==> src/rtl/disp_pkg.sv <==
// Shared definitions for the 4-digit BCD display scheduler: FSM encoding,
// seven-segment codes (active-low, {a..g}) and the BCD increment helper.
package disp_pkg;

    typedef enum logic [1:0] {
        IDLE  = 2'd0,
        RUN   = 2'd1,
        PAUSE = 2'd2
    } state_t;

    localparam logic [6:0] SEG_0     = 7'b0000001;
    localparam logic [6:0] SEG_1     = 7'b1001111;
    localparam logic [6:0] SEG_2     = 7'b0010010;
    localparam logic [6:0] SEG_3     = 7'b0000110;
    localparam logic [6:0] SEG_4     = 7'b1001100;
    localparam logic [6:0] SEG_5     = 7'b0100100;
    localparam logic [6:0] SEG_6     = 7'b0100000;
    localparam logic [6:0] SEG_7     = 7'b0001111;
    localparam logic [6:0] SEG_8     = 7'b0000000;
    localparam logic [6:0] SEG_9     = 7'b0000100;
    localparam logic [6:0] SEG_BLANK = 7'b1111111;

    // Ripple a +1 through four BCD digits; 9999 rolls over to 0000.
    function automatic logic [15:0] bcd_inc(input logic [15:0] v);
        logic [15:0] r;
        logic        carry;
        r     = v;
        carry = 1'b1;
        for (int i = 0; i < 4; i++) begin
            if (carry) begin
                if (v[i*4 +: 4] >= 4'd9) begin
                    r[i*4 +: 4] = 4'd0;
                    carry       = 1'b1;
                end else begin
                    r[i*4 +: 4] = v[i*4 +: 4] + 4'd1;
                    carry       = 1'b0;
                end
            end else begin
                r[i*4 +: 4] = v[i*4 +: 4];
            end
        end
        return r;
    endfunction

endpackage

==> src/rtl/disp_scheduler_seg7_decode.sv <==
// Combinational BCD digit to active-low seven-segment pattern; non-BCD blanks.
module seg7_decode
    import disp_pkg::*;
(
    input  logic [3:0] bcd,
    output logic [6:0] seg
);

    // Digit lookup
    always_comb begin
        seg = SEG_BLANK;
        case (bcd)
            4'd0:    seg = SEG_0;
            4'd1:    seg = SEG_1;
            4'd2:    seg = SEG_2;
            4'd3:    seg = SEG_3;
            4'd4:    seg = SEG_4;
            4'd5:    seg = SEG_5;
            4'd6:    seg = SEG_6;
            4'd7:    seg = SEG_7;
            4'd8:    seg = SEG_8;
            4'd9:    seg = SEG_9;
            default: seg = SEG_BLANK;
        endcase
    end

endmodule

==> src/rtl/disp_scheduler.sv <==
// Start/stop/clear BCD up-counter with a multiplexed 4-digit seven-segment
// scan; one shared decoder is time-shared across the digits.
module disp_scheduler
    import disp_pkg::*;
#(
    parameter int TICK_DIV = 50000000,
    parameter int SCAN_DIV = 50000
) (
    input  logic       clk,
    input  logic       rst,
    input  logic       start,
    input  logic       stop,
    input  logic       clr,
    output logic [6:0] seg,
    output logic [3:0] an,
    output logic       running
);

    localparam int TW = (TICK_DIV > 2) ? $clog2(TICK_DIV) : 1;
    localparam int SW = (SCAN_DIV > 2) ? $clog2(SCAN_DIV) : 1;
    localparam logic [TW-1:0] TICK_LAST = TW'(TICK_DIV - 1);
    localparam logic [SW-1:0] SCAN_LAST = SW'(SCAN_DIV - 1);

    logic          rst_meta_r, rst_sync_r;
    state_t        state_r, state_nxt_s;
    logic [TW-1:0] div_r, div_nxt_s;
    logic [15:0]   count_r, count_nxt_s;
    logic          tick_s;
    logic [SW-1:0] scan_div_r;
    logic [1:0]    idx_r;
    logic [3:0]    digit_s;
    logic [6:0]    seg_dec_s;
    logic [6:0]    seg_r;
    logic [3:0]    an_r;
    logic          running_r;

    // Reset assert is immediate; release is retimed through two flops
    always_ff @(posedge clk or negedge rst) begin
        if (!rst) begin
            rst_meta_r <= 1'b0;
            rst_sync_r <= 1'b0;
        end else begin
            rst_meta_r <= 1'b1;
            rst_sync_r <= rst_meta_r;
        end
    end

    // Command decode (clr > stop > start), tick divider and count update
    always_comb begin
        state_nxt_s = state_r;
        div_nxt_s   = div_r;
        count_nxt_s = count_r;
        tick_s      = (state_r == RUN) && (div_r == TICK_LAST);
        if (clr) begin
            state_nxt_s = IDLE;
            div_nxt_s   = '0;
            count_nxt_s = 16'h0000;
        end else begin
            case (state_r)
                IDLE: begin
                    if (start && !stop) begin
                        state_nxt_s = RUN;
                        div_nxt_s   = '0;
                    end else begin
                        state_nxt_s = IDLE;
                    end
                end
                RUN: begin
                    if (stop) begin
                        state_nxt_s = PAUSE;
                    end else begin
                        state_nxt_s = RUN;
                    end
                    if (tick_s) begin
                        div_nxt_s = '0;
                    end else begin
                        div_nxt_s = div_r + TW'(1);
                    end
                    // A tick landing on a stop cycle is dropped
                    if (tick_s && !stop) begin
                        count_nxt_s = bcd_inc(count_r);
                    end else begin
                        count_nxt_s = count_r;
                    end
                end
                PAUSE: begin
                    if (start && !stop) begin
                        state_nxt_s = RUN;
                    end else begin
                        state_nxt_s = PAUSE;
                    end
                end
                default: begin
                    state_nxt_s = IDLE;
                    div_nxt_s   = '0;
                    count_nxt_s = 16'h0000;
                end
            endcase
        end
    end

    // Control state, divider and count registers
    always_ff @(posedge clk or negedge rst_sync_r) begin
        if (!rst_sync_r) begin
            state_r   <= IDLE;
            div_r     <= '0;
            count_r   <= 16'h0000;
            running_r <= 1'b0;
        end else begin
            state_r   <= state_nxt_s;
            div_r     <= div_nxt_s;
            count_r   <= count_nxt_s;
            running_r <= (state_nxt_s == RUN);
        end
    end

    // Free-running digit scan, independent of FSM state
    always_ff @(posedge clk or negedge rst_sync_r) begin
        if (!rst_sync_r) begin
            scan_div_r <= '0;
            idx_r      <= 2'd0;
        end else if (scan_div_r == SCAN_LAST) begin
            scan_div_r <= '0;
            idx_r      <= idx_r + 2'd1;
        end else begin
            scan_div_r <= scan_div_r + SW'(1);
        end
    end

    // Select the digit currently being scanned
    always_comb begin
        digit_s = 4'd0;
        case (idx_r)
            2'd0:    digit_s = count_r[3:0];
            2'd1:    digit_s = count_r[7:4];
            2'd2:    digit_s = count_r[11:8];
            2'd3:    digit_s = count_r[15:12];
            default: digit_s = 4'd0;
        endcase
    end

    seg7_decode u_seg7_decode (
        .bcd (digit_s),
        .seg (seg_dec_s)
    );

    // Display output registers, one cycle behind index and count
    always_ff @(posedge clk or negedge rst_sync_r) begin
        if (!rst_sync_r) begin
            seg_r <= SEG_BLANK;
            an_r  <= 4'b1111;
        end else begin
            seg_r <= seg_dec_s;
            an_r  <= ~(4'b0001 << idx_r);
        end
    end

    assign seg     = seg_r;
    assign an      = an_r;
    assign running = running_r;

endmodule
==> config.mk <==
export PLATFORM = sky130hd
export DESIGN_NAME = disp_scheduler
export DESIGN_NICKNAME = d
export VERILOG_FILES = /design/src/rtl/disp_pkg.sv /design/src/rtl/disp_scheduler_seg7_decode.sv /design/src/rtl/disp_scheduler.sv
export SDC_FILE = /design/constraint.sdc
export NUM_CORES = 1
export LEC_CHECK = 0
export CAP_MARGIN = 20
export CORE_ASPECT_RATIO = 0.9
export CORE_MARGIN = 3
export CORE_UTILIZATION = 55
export CTS_CLUSTER_SIZE = 24
export DETAILED_ROUTE_END_ITERATION = 10
export GPL_TIMING_DRIVEN = 0
export PLACE_DENSITY_LB_ADDON = 0.12
export SLEW_MARGIN = 20
export SYNTH_ARGS = -nofsm -noshare
export SYNTH_HDL_FRONTEND = slang
export SYNTH_HIERARCHICAL = 1
export SYNTH_SLANG_ARGS = --single-unit
==> constraint.sdc <==
create_clock -name clk -period 3.8 [get_ports clk]
set_input_delay 1.14 -clock clk [delete_from_list [all_inputs] [get_ports clk]]
set_output_delay 1.14 -clock clk [all_outputs]
set_load 0.01 [all_outputs]
# Word-level counts from Yosys, hierarchy flattened
# Memory sizes are Yosys's and may differ from the RTL's. A register that Yosys moved wholly into a read port is not among the register bits.
# Cells that the tools add are included.
# word_totals
regBits	69
latch_bits	0
mem_bits_rw	0
romBits	112
inputBits	5
wordCells	89
mem_count	1
# op_classes
addsub	7
multipliers	0
div	0
n_lt_le_gt_ge	4
n_eq_ne	15
n_shift	1
n_mux	35
bitwise	1
reduce_logical	13
# memory_table
memory	depth	width	rd	rd_clocked_by_memory_dff	write_ports	line	text
(no name shown)	16	7	1	1	0	disp_scheduler_seg7_decode.sv:12	case (bcd)
# op_table
op	count
$mux W26	3
$pmux W26 S3	1
$mux W16	3
$pmux W16 S2	1
$mux W4	7
$add A26 B1 Y26 const B	1
$eq A26 B26 Y1 const B	1
$add A16 B1 Y16 const B	1
$add A4 B1 Y4 const B	4
$eq A16 B16 Y1 const B	1
$ge A4 B4 Y1 const B	4
$pmux W4 S4	1
$mux W1	15
$ne A3 B2 Y1 const B	4
$reduce_and A3 Y1	3
$eq A2 B1 Y1 const B	3
$eq A2 B2 Y1 const B	3
$mux W2	3
$pmux W2 S3	1
$logic_not A2 Y1	2
$not A4 Y4	1
$reduce_and A2 Y1	2
$shl A1 B2 Y4 const A	1
$logic_and A1 B1 Y1	3
6 further kinds	7

# Logic depth before layout (Yosys ltp)
# Gate-level depths: netlist (run 1).
# depth
word_depth	18
depth_mapped	9

# Modules after synthesis
# The synthesis (run 1) kept the hierarchy.
# by_module_without_submodules
mod	instances	cells_per_inst	area_per_inst_um2
disp_scheduler	1	397	4031.4
seg7_decode	1	33	210.2

# Least setup slack after synthesis (run 1)
# No wires, ideal clock.
# synth_path
kind	input-to-reg
startpoint	input clr
endpoint	register count_r[11]
t_arrival_ns	2.441
setup_slack_ns	1.292
cell_stages	5
n_path_buf	2
cell_sequence	buf_6 or3b_2 buf_6 or4_1 nand2_1
# synth_via
elab_chain_len	2
# synth_rtl
element	line	text
start: declaration	disp_scheduler.sv:13	input logic clr,
$ne A3 B2 Y1 (no line) / $ne A2 B1 Y1 (equally long branches)	-	
$reduce_and A3 Y1 (no line)	-	
end signal: assignment	disp_scheduler.sv:112	count_r <= count_nxt_s;
end: declaration	disp_scheduler.sv:27	logic [15:0] count_r, count_nxt_s;
# Parallel ways exist; a longest one is shown, timed or not.
# A chain may end at the register's enable or synchronous reset.

# Worst setup path after layout (run 1)
# layout_path
startpoint	input stop
endpoint	register div_r[24]
# layout_via
elab_chain_len	4
# layout_rtl
element	line	text
start: declaration	disp_scheduler.sv:12	input logic stop,
$logic_not A1 Y1	disp_scheduler.sv:61	if (start && !stop) begin
$logic_and A1 B1 Y1	disp_scheduler.sv:61	
$ne A3 B3 Y1 (no line)	-	
$reduce_and A2 Y1 (no line)	-	
end signal: assignment	disp_scheduler.sv:111	div_r <= div_nxt_s;
end: declaration	disp_scheduler.sv:26	logic [TW-1:0] div_r, div_nxt_s;
# No other way between the ends.

==> impl_metrics.ini, run 1 <==
[outcome]
status = finished clean

[clock_tree]
clock_latency_ns = 0.35
cts_setup_buffers = 0
cts_hold_buf = 0
htree_num_levels = 3
clkSinkCount = 76
cts_buffer_depth = 2
cts_tree = done
numCtsBuffers = 9
ctsRootBufferMaster = clkbuf_8
ctsResizeCount = 0
path_clk_slew_ns = 0.08

[setup_path]
critPathCaptureType = flop
slowest_delay_ns = 0.51
path_class = in2reg
reg2reg_slack_ns = 1.46
crit_fanout = 10
crit_arrival_ns = 2.99
worstPathCellList = clkdlybuf4s50_1 -> or3b_4 -> a21boi_2 -> buf_2 -> nand4_1 -> xor2_1 -> nor2_1
worstPathRequired_ns = 4.03
crit_slowest_cell = clkdlybuf4s50_1
startpoint_type = primary input

[grt]
grt_max_degree = 40
grt_usage_pct = 21.04
grt_pass1_vias = 3066
grt_antenna_before_repair = 0
grt_first_pass_wirelength_um = 14760
grt_overflow = 0

[floorplan]
start_util_pct = 58.45
fp.dieW_um = 98.57
die_y_um = 89.31
io_pins = 17
rows = 29
die_area_mm2 = 0.008803
core-area_mm2 = 0.007257

[route]
routed_wl_um = 8322
wire_per_inst_um = 14.99
drc = 0
drt_iter0_drc = 189
drt_first_pass_iters = 6
vias_per_cell = 5.777
antenna_left = 0
via_count = 3206

[flow_run]
drv_cap = 0

[logic_synthesis]
synth_cell_types = 61
synthArstFlopShare_pct = 100.0
syn_area_mm2 = 0.004242
syn_nets = 459
ys_ff_latch = 76
postSynthAreaPerCell_um2 = 9.864
synth_edf_count = 0
synthCells = 430
ys_seq_area_share_pct = 45.16
ys.flop_type = dfrtp_1
yosys_warnings = 6

[sta]
holdWs_ns = 0.2967
fin_skew_ns = 0.009200
setup-violations-final = 0
slew_headroom_pct = 56.10
hold_viol_final = 0
rsz0062_at_grt = no
slew_violations = 0
post-route-period-util_pct = 72.46
worst_slew_pin_slew_ns = 0.6585
period_minus_slack_ns = 2.753
fin_setup_tns_ns = 0
fmax_mhz = 363.2

[min_path]
hold_path_class = reg2async

[pwr]
p_per_area_mw_per_mm2 = 310.9
p_leak_nw = 2.091
ir_drop_mv = 0.2421
total_power_mw = 1.468

[final_layout]
final_nets = 486
area_growth_pct = 11.36
final_common_cell = dfrtp_1
drive_gt1_share_pct = 12.34
final_cell_mix = dfrtp_1, nor2_1, nand3_1
fillerInstances = 614
antenna_cells = 0

[placement]
io_buffers = 15
dp_hpwl_um = 5872
routabilityCongestion = 0.8150
## worst max-delay path, delay by kind of cell
family	cells	cell delay, ns
AND/OR/NAND/NOR	3	0.64
buffers and inverters	2	0.80
AO/OA/AOI/OAI	1	0.23
XOR/XNOR	1	0.16
## metrics by stage
stage	cell area, um2	instances	utilization, %	setup slack, ns
6_report	4723	555	65.09	1.047
5_1_grt	4723	555	65.09	0.9441
4_1_cts	4723	555	65.09	1.027
3_5_place_dp	4532	539	62.45	0.6765
3_3_place_gp	4508	538	62.12	0.6850
2_1_floorplan	4242	430	-	1.292
## flip-flops by register name (all words and copies together), names as in the netlist
signal and count:
idx_r 2, seg 7, rst_sync_r 1, state_r 2
rst_meta_r 1, scan_div_r 16, count_r 16, an 4
running 1, div_r 26
## cell families after synthesis
| family | share of synthesized area [%] |
|---|---|
| AOI/OAI and AO/OA | 8.555 |
| other | 0.08841 |
| adders and majority gates | 7.080 |
| and+or+nand+nor | 24.45 |
| xor gates and xnor gates | 7.434 |
| muxes | 2.153 |
| buffers and inverters | 5.074 |
| DFF | 45.16 |
## per-layer routing
| metal | global-route usage, % | share of wire, % |
|---|---|---|
| met1 | 31.09 | 51 |
| met2 | 31.31 | 44 |
| met3 | 4.056 | 3.8 |
| met4 | 7.196 | 1.2 |
| met5 | 0 | 0 |
## cell type report
type                    count  area [um2]  share of cell area [%]
inverters                  25       93.84                   1.987
repair buffers             16       170.2                   3.603
multi-input cells         311        2111                   44.69
flip-flops and latches     76        1919                   40.64
clock inverters             7       67.56                   1.430
plain buffers              18       121.4                   2.570
well taps                  93       116.4                   2.464
clock buffers               9       123.9                   2.623
## synth_stat cells (2+ instances only)
cell | instances | area [um2]
a21o_1 | 2 | 15.01
a21oi_1 | 11 | 55.05
a222oi_1 | 4 | 40.04
a31oi_1 | 6 | 37.54
a41oi_1 | 2 | 17.52
and3_1 | 14 | 87.58
buf_2 | 7 | 35.03
buf_4 | 4 | 30.03
buf_6 | 4 | 45.04
clkbuf_1 | 2 | 7.510
dfrtp_1 | 65 | 1627
dfstp_2 | 11 | 289.0
ha_1 | 24 | 300.3
inv_1 | 25 | 93.84
mux2i_1 | 8 | 80.08
nand2_1 | 25 | 93.84
nand2b_1 | 6 | 37.54
nand3_1 | 29 | 145.1
nand4_1 | 16 | 100.1
nand4b_1 | 3 | 26.28
nor2_1 | 50 | 187.7
nor2b_1 | 4 | 25.02
nor3_1 | 8 | 40.04
nor3b_1 | 4 | 30.03
nor4_1 | 3 | 18.77
nor4b_1 | 5 | 43.79
nor4bb_1 | 2 | 20.02
o21ai_0 | 16 | 80.08
o31ai_1 | 2 | 15.01
or3b_2 | 2 | 17.52
or4_1 | 2 | 15.01
xnor2_1 | 11 | 96.34
xor2_1 | 25 | 219.0
## final timing paths
check | cells past startpoint | start | endpoint
hold reg to reg | 0 | rst_sync_r | count_r[0]
setup reg to reg | 9 | idx_r[0] | seg[3]
setup / recovery | 7 | stop | div_r[24]
hold / removal | 0 | rst_sync_r | count_r[0]
max in group asynchronous | 1 | rst | rst_sync_r
min in group clk | 0 | rst_meta_r | rst_sync_r
## report_power, final
group	total [mW]	switching (mW)	internal, mW
clock network	0.593	0.293	0.299
registers	0.821	0.00893	0.812
logic	0.0545	0.0366	0.0178
Note: power is estimated with default switching activity, not from simulation.
==> run 2: changes to the inputs <==
clock period = 2.3 ns   (was 3.8 ns; I/O delays follow)
==> impl_metrics.ini, run 2 (same netlist as run 1, synthesis figures left out) <==
[sta]
holdWs_ns = 0.2949
slew_headroom_pct = 55.50
hold_viol_final = 0
setup-violations-final = 0
fin_ws_ns = 0.08894
period_minus_slack_ns = 2.211
slew_violations = 0
fin_skew_ns = 0.007463
post-route-period-util_pct = 96.13
fmax_mhz = 452.3
worst_slew_pin_slew_ns = 0.6650
fin_setup_tns_ns = 0
rsz0062_at_grt = no

[route]
vias_per_cell = 5.777
drc = 0
wire_per_inst_um = 15.26
via_count = 3206
drt_first_pass_iters = 5
drt_iter0_drc = 206
antenna_left = 0
routed_wl_um = 8472

[setup_path]
crit_buf_inv = 2
reg2reg_slack_ns = 0.18
r2r_cells = 8
worstPathCellList = clkdlybuf4s50_1 -> or3b_4 -> a21boi_2 -> buf_4 -> nand4_1 -> xor2_1 -> nor2_1
reg2reg_to = seg[3]
worstPathRequired_ns = 2.54
crit_slowest_cell = clkdlybuf4s50_1
path_class = in2reg
crit_arrival_ns = 2.45
startpoint_type = primary input
crit_fanout = 10
slowest_delay_ns = 0.51
critPathCaptureType = flop
timing.rr.start = idx_r[0]
path_delay_family = buffers and inverters

[final_layout]
final_cell_area_mm2 = 0.004753
final_util_pct = 65.50
area_growth_pct = 12.06
largest-register = div_r
drive_gt1_share_pct = 13.20
final_common_cell = dfrtp_1
largest_reg_flops = 26
final_cell_mix = dfrtp_1, nor2_1, nand3_1
final_nets = 486
antenna_cells = 0
largest_registers = div_r x26, count_r x16, scan_div_r x16
instances_no_fill = 555

[clock_tree]
ctsRootBufferMaster = clkbuf_8
clock_latency_ns = 0.35
path_clk_slew_ns = 0.08
cts_buffer_depth = 2
clkSinkCount = 76
cts_hold_buf = 0
htree_num_levels = 3
cts_tree = done
numCtsBuffers = 9

[grt]
grt_antenna_before_repair = 0
grt_first_pass_wirelength_um = 14750
grt_usage_pct = 21.03
grt_pass1_vias = 3061
grt_max_degree = 40
grt_overflow = 0

[min_path]
hold_path_class = reg2async

[floorplan]
start_util_pct = 58.45
io_pins = 17
die_y_um = 89.31
core-area_mm2 = 0.007257
die_area_mm2 = 0.008803
fp.dieW_um = 98.57
rows = 29

[outcome]
status = finished clean

[pwr]
p_leak_nw = 2.095
p_per_area_mw_per_mm2 = 511.9
ir_drop_mv = 0.3998
total_power_mw = 2.433

[placement]
dp_hpwl_um = 5872
routabilityCongestion = 0.8150
io_buffers = 15
place_area_mm2 = 0.004532
placed_cells = 539
place_ws_ns = -0.3735

[flow_run]
drv_cap = 0
run 2: report_power, final:
part	total [mW]	internal, mW	switching [mW]	leakage [nW]
clock	0.986	0.494	0.492	0.0910
combinational	0.0905	0.0293	0.0613	0.998
sequential	1.36	1.34	0.0148	1.01
total	2.43	1.87	0.568	2.10
run 2: timing repair:
item                                    CTS  global route
buffers inserted                          0             1
endpoints found under the setup margin    4             9
pin swaps                                 0             1
gates resized for setup                   2             4
run 2: worst reg2reg max path, stage by stage (launching register included):
cell and delay, ns:
dfrtp_1 0.41, inv_1 0.14, ha_1 0.36, mux2i_4 0.37, inv_1 0.13, ha_1 0.19
or2_1 0.23, a21oi_2 0.16, a31oi_1 0.05
run 2: cell type report:
| cell class | count | area [um2] |
|---|---|---|
| buffer | 17 | 120.1 |
| clock buffer | 9 | 123.9 |
| clock inverter | 7 | 67.56 |
| fill | 610 | 2504 |
| inverter | 25 | 93.84 |
| multi-input combinational | 311 | 2132 |
| sequential | 76 | 1919 |
| tap | 93 | 116.4 |
| timing repair buffer | 17 | 180.2 |
run 2: how the worst max path moves through the flow:
stage,from,depth (start not counted),slack (ns),endpoint
6_report,start,7,0.09,div_r[24]
5_1_grt,start,7,0.03,div_r[18]
4_1_cts,idx_r[0],9,0.05,seg[3]
3_5_place_dp,stop,7,-0.37,div_r[18]
3_3_place_gp,rst_sync_r,0,-0.82,count_r[12]
2_1_floorplan,rst_sync_r,0,0.05,count_r[0]
run 2: layer usage:
| layer | GRT usage [%] | wire length [um] | vias to the layer above |
|---|---|---|---|
| met3 | 4.056 | 369 | 12 |
| met5 | 0 | 0 | - |
| met4 | 7.196 | 131 | 0 |
| li1 | - | - | 1558 |
| met1 | 31.06 | 4194 | 1572 |
| met2 | 31.31 | 3776 | 64 |
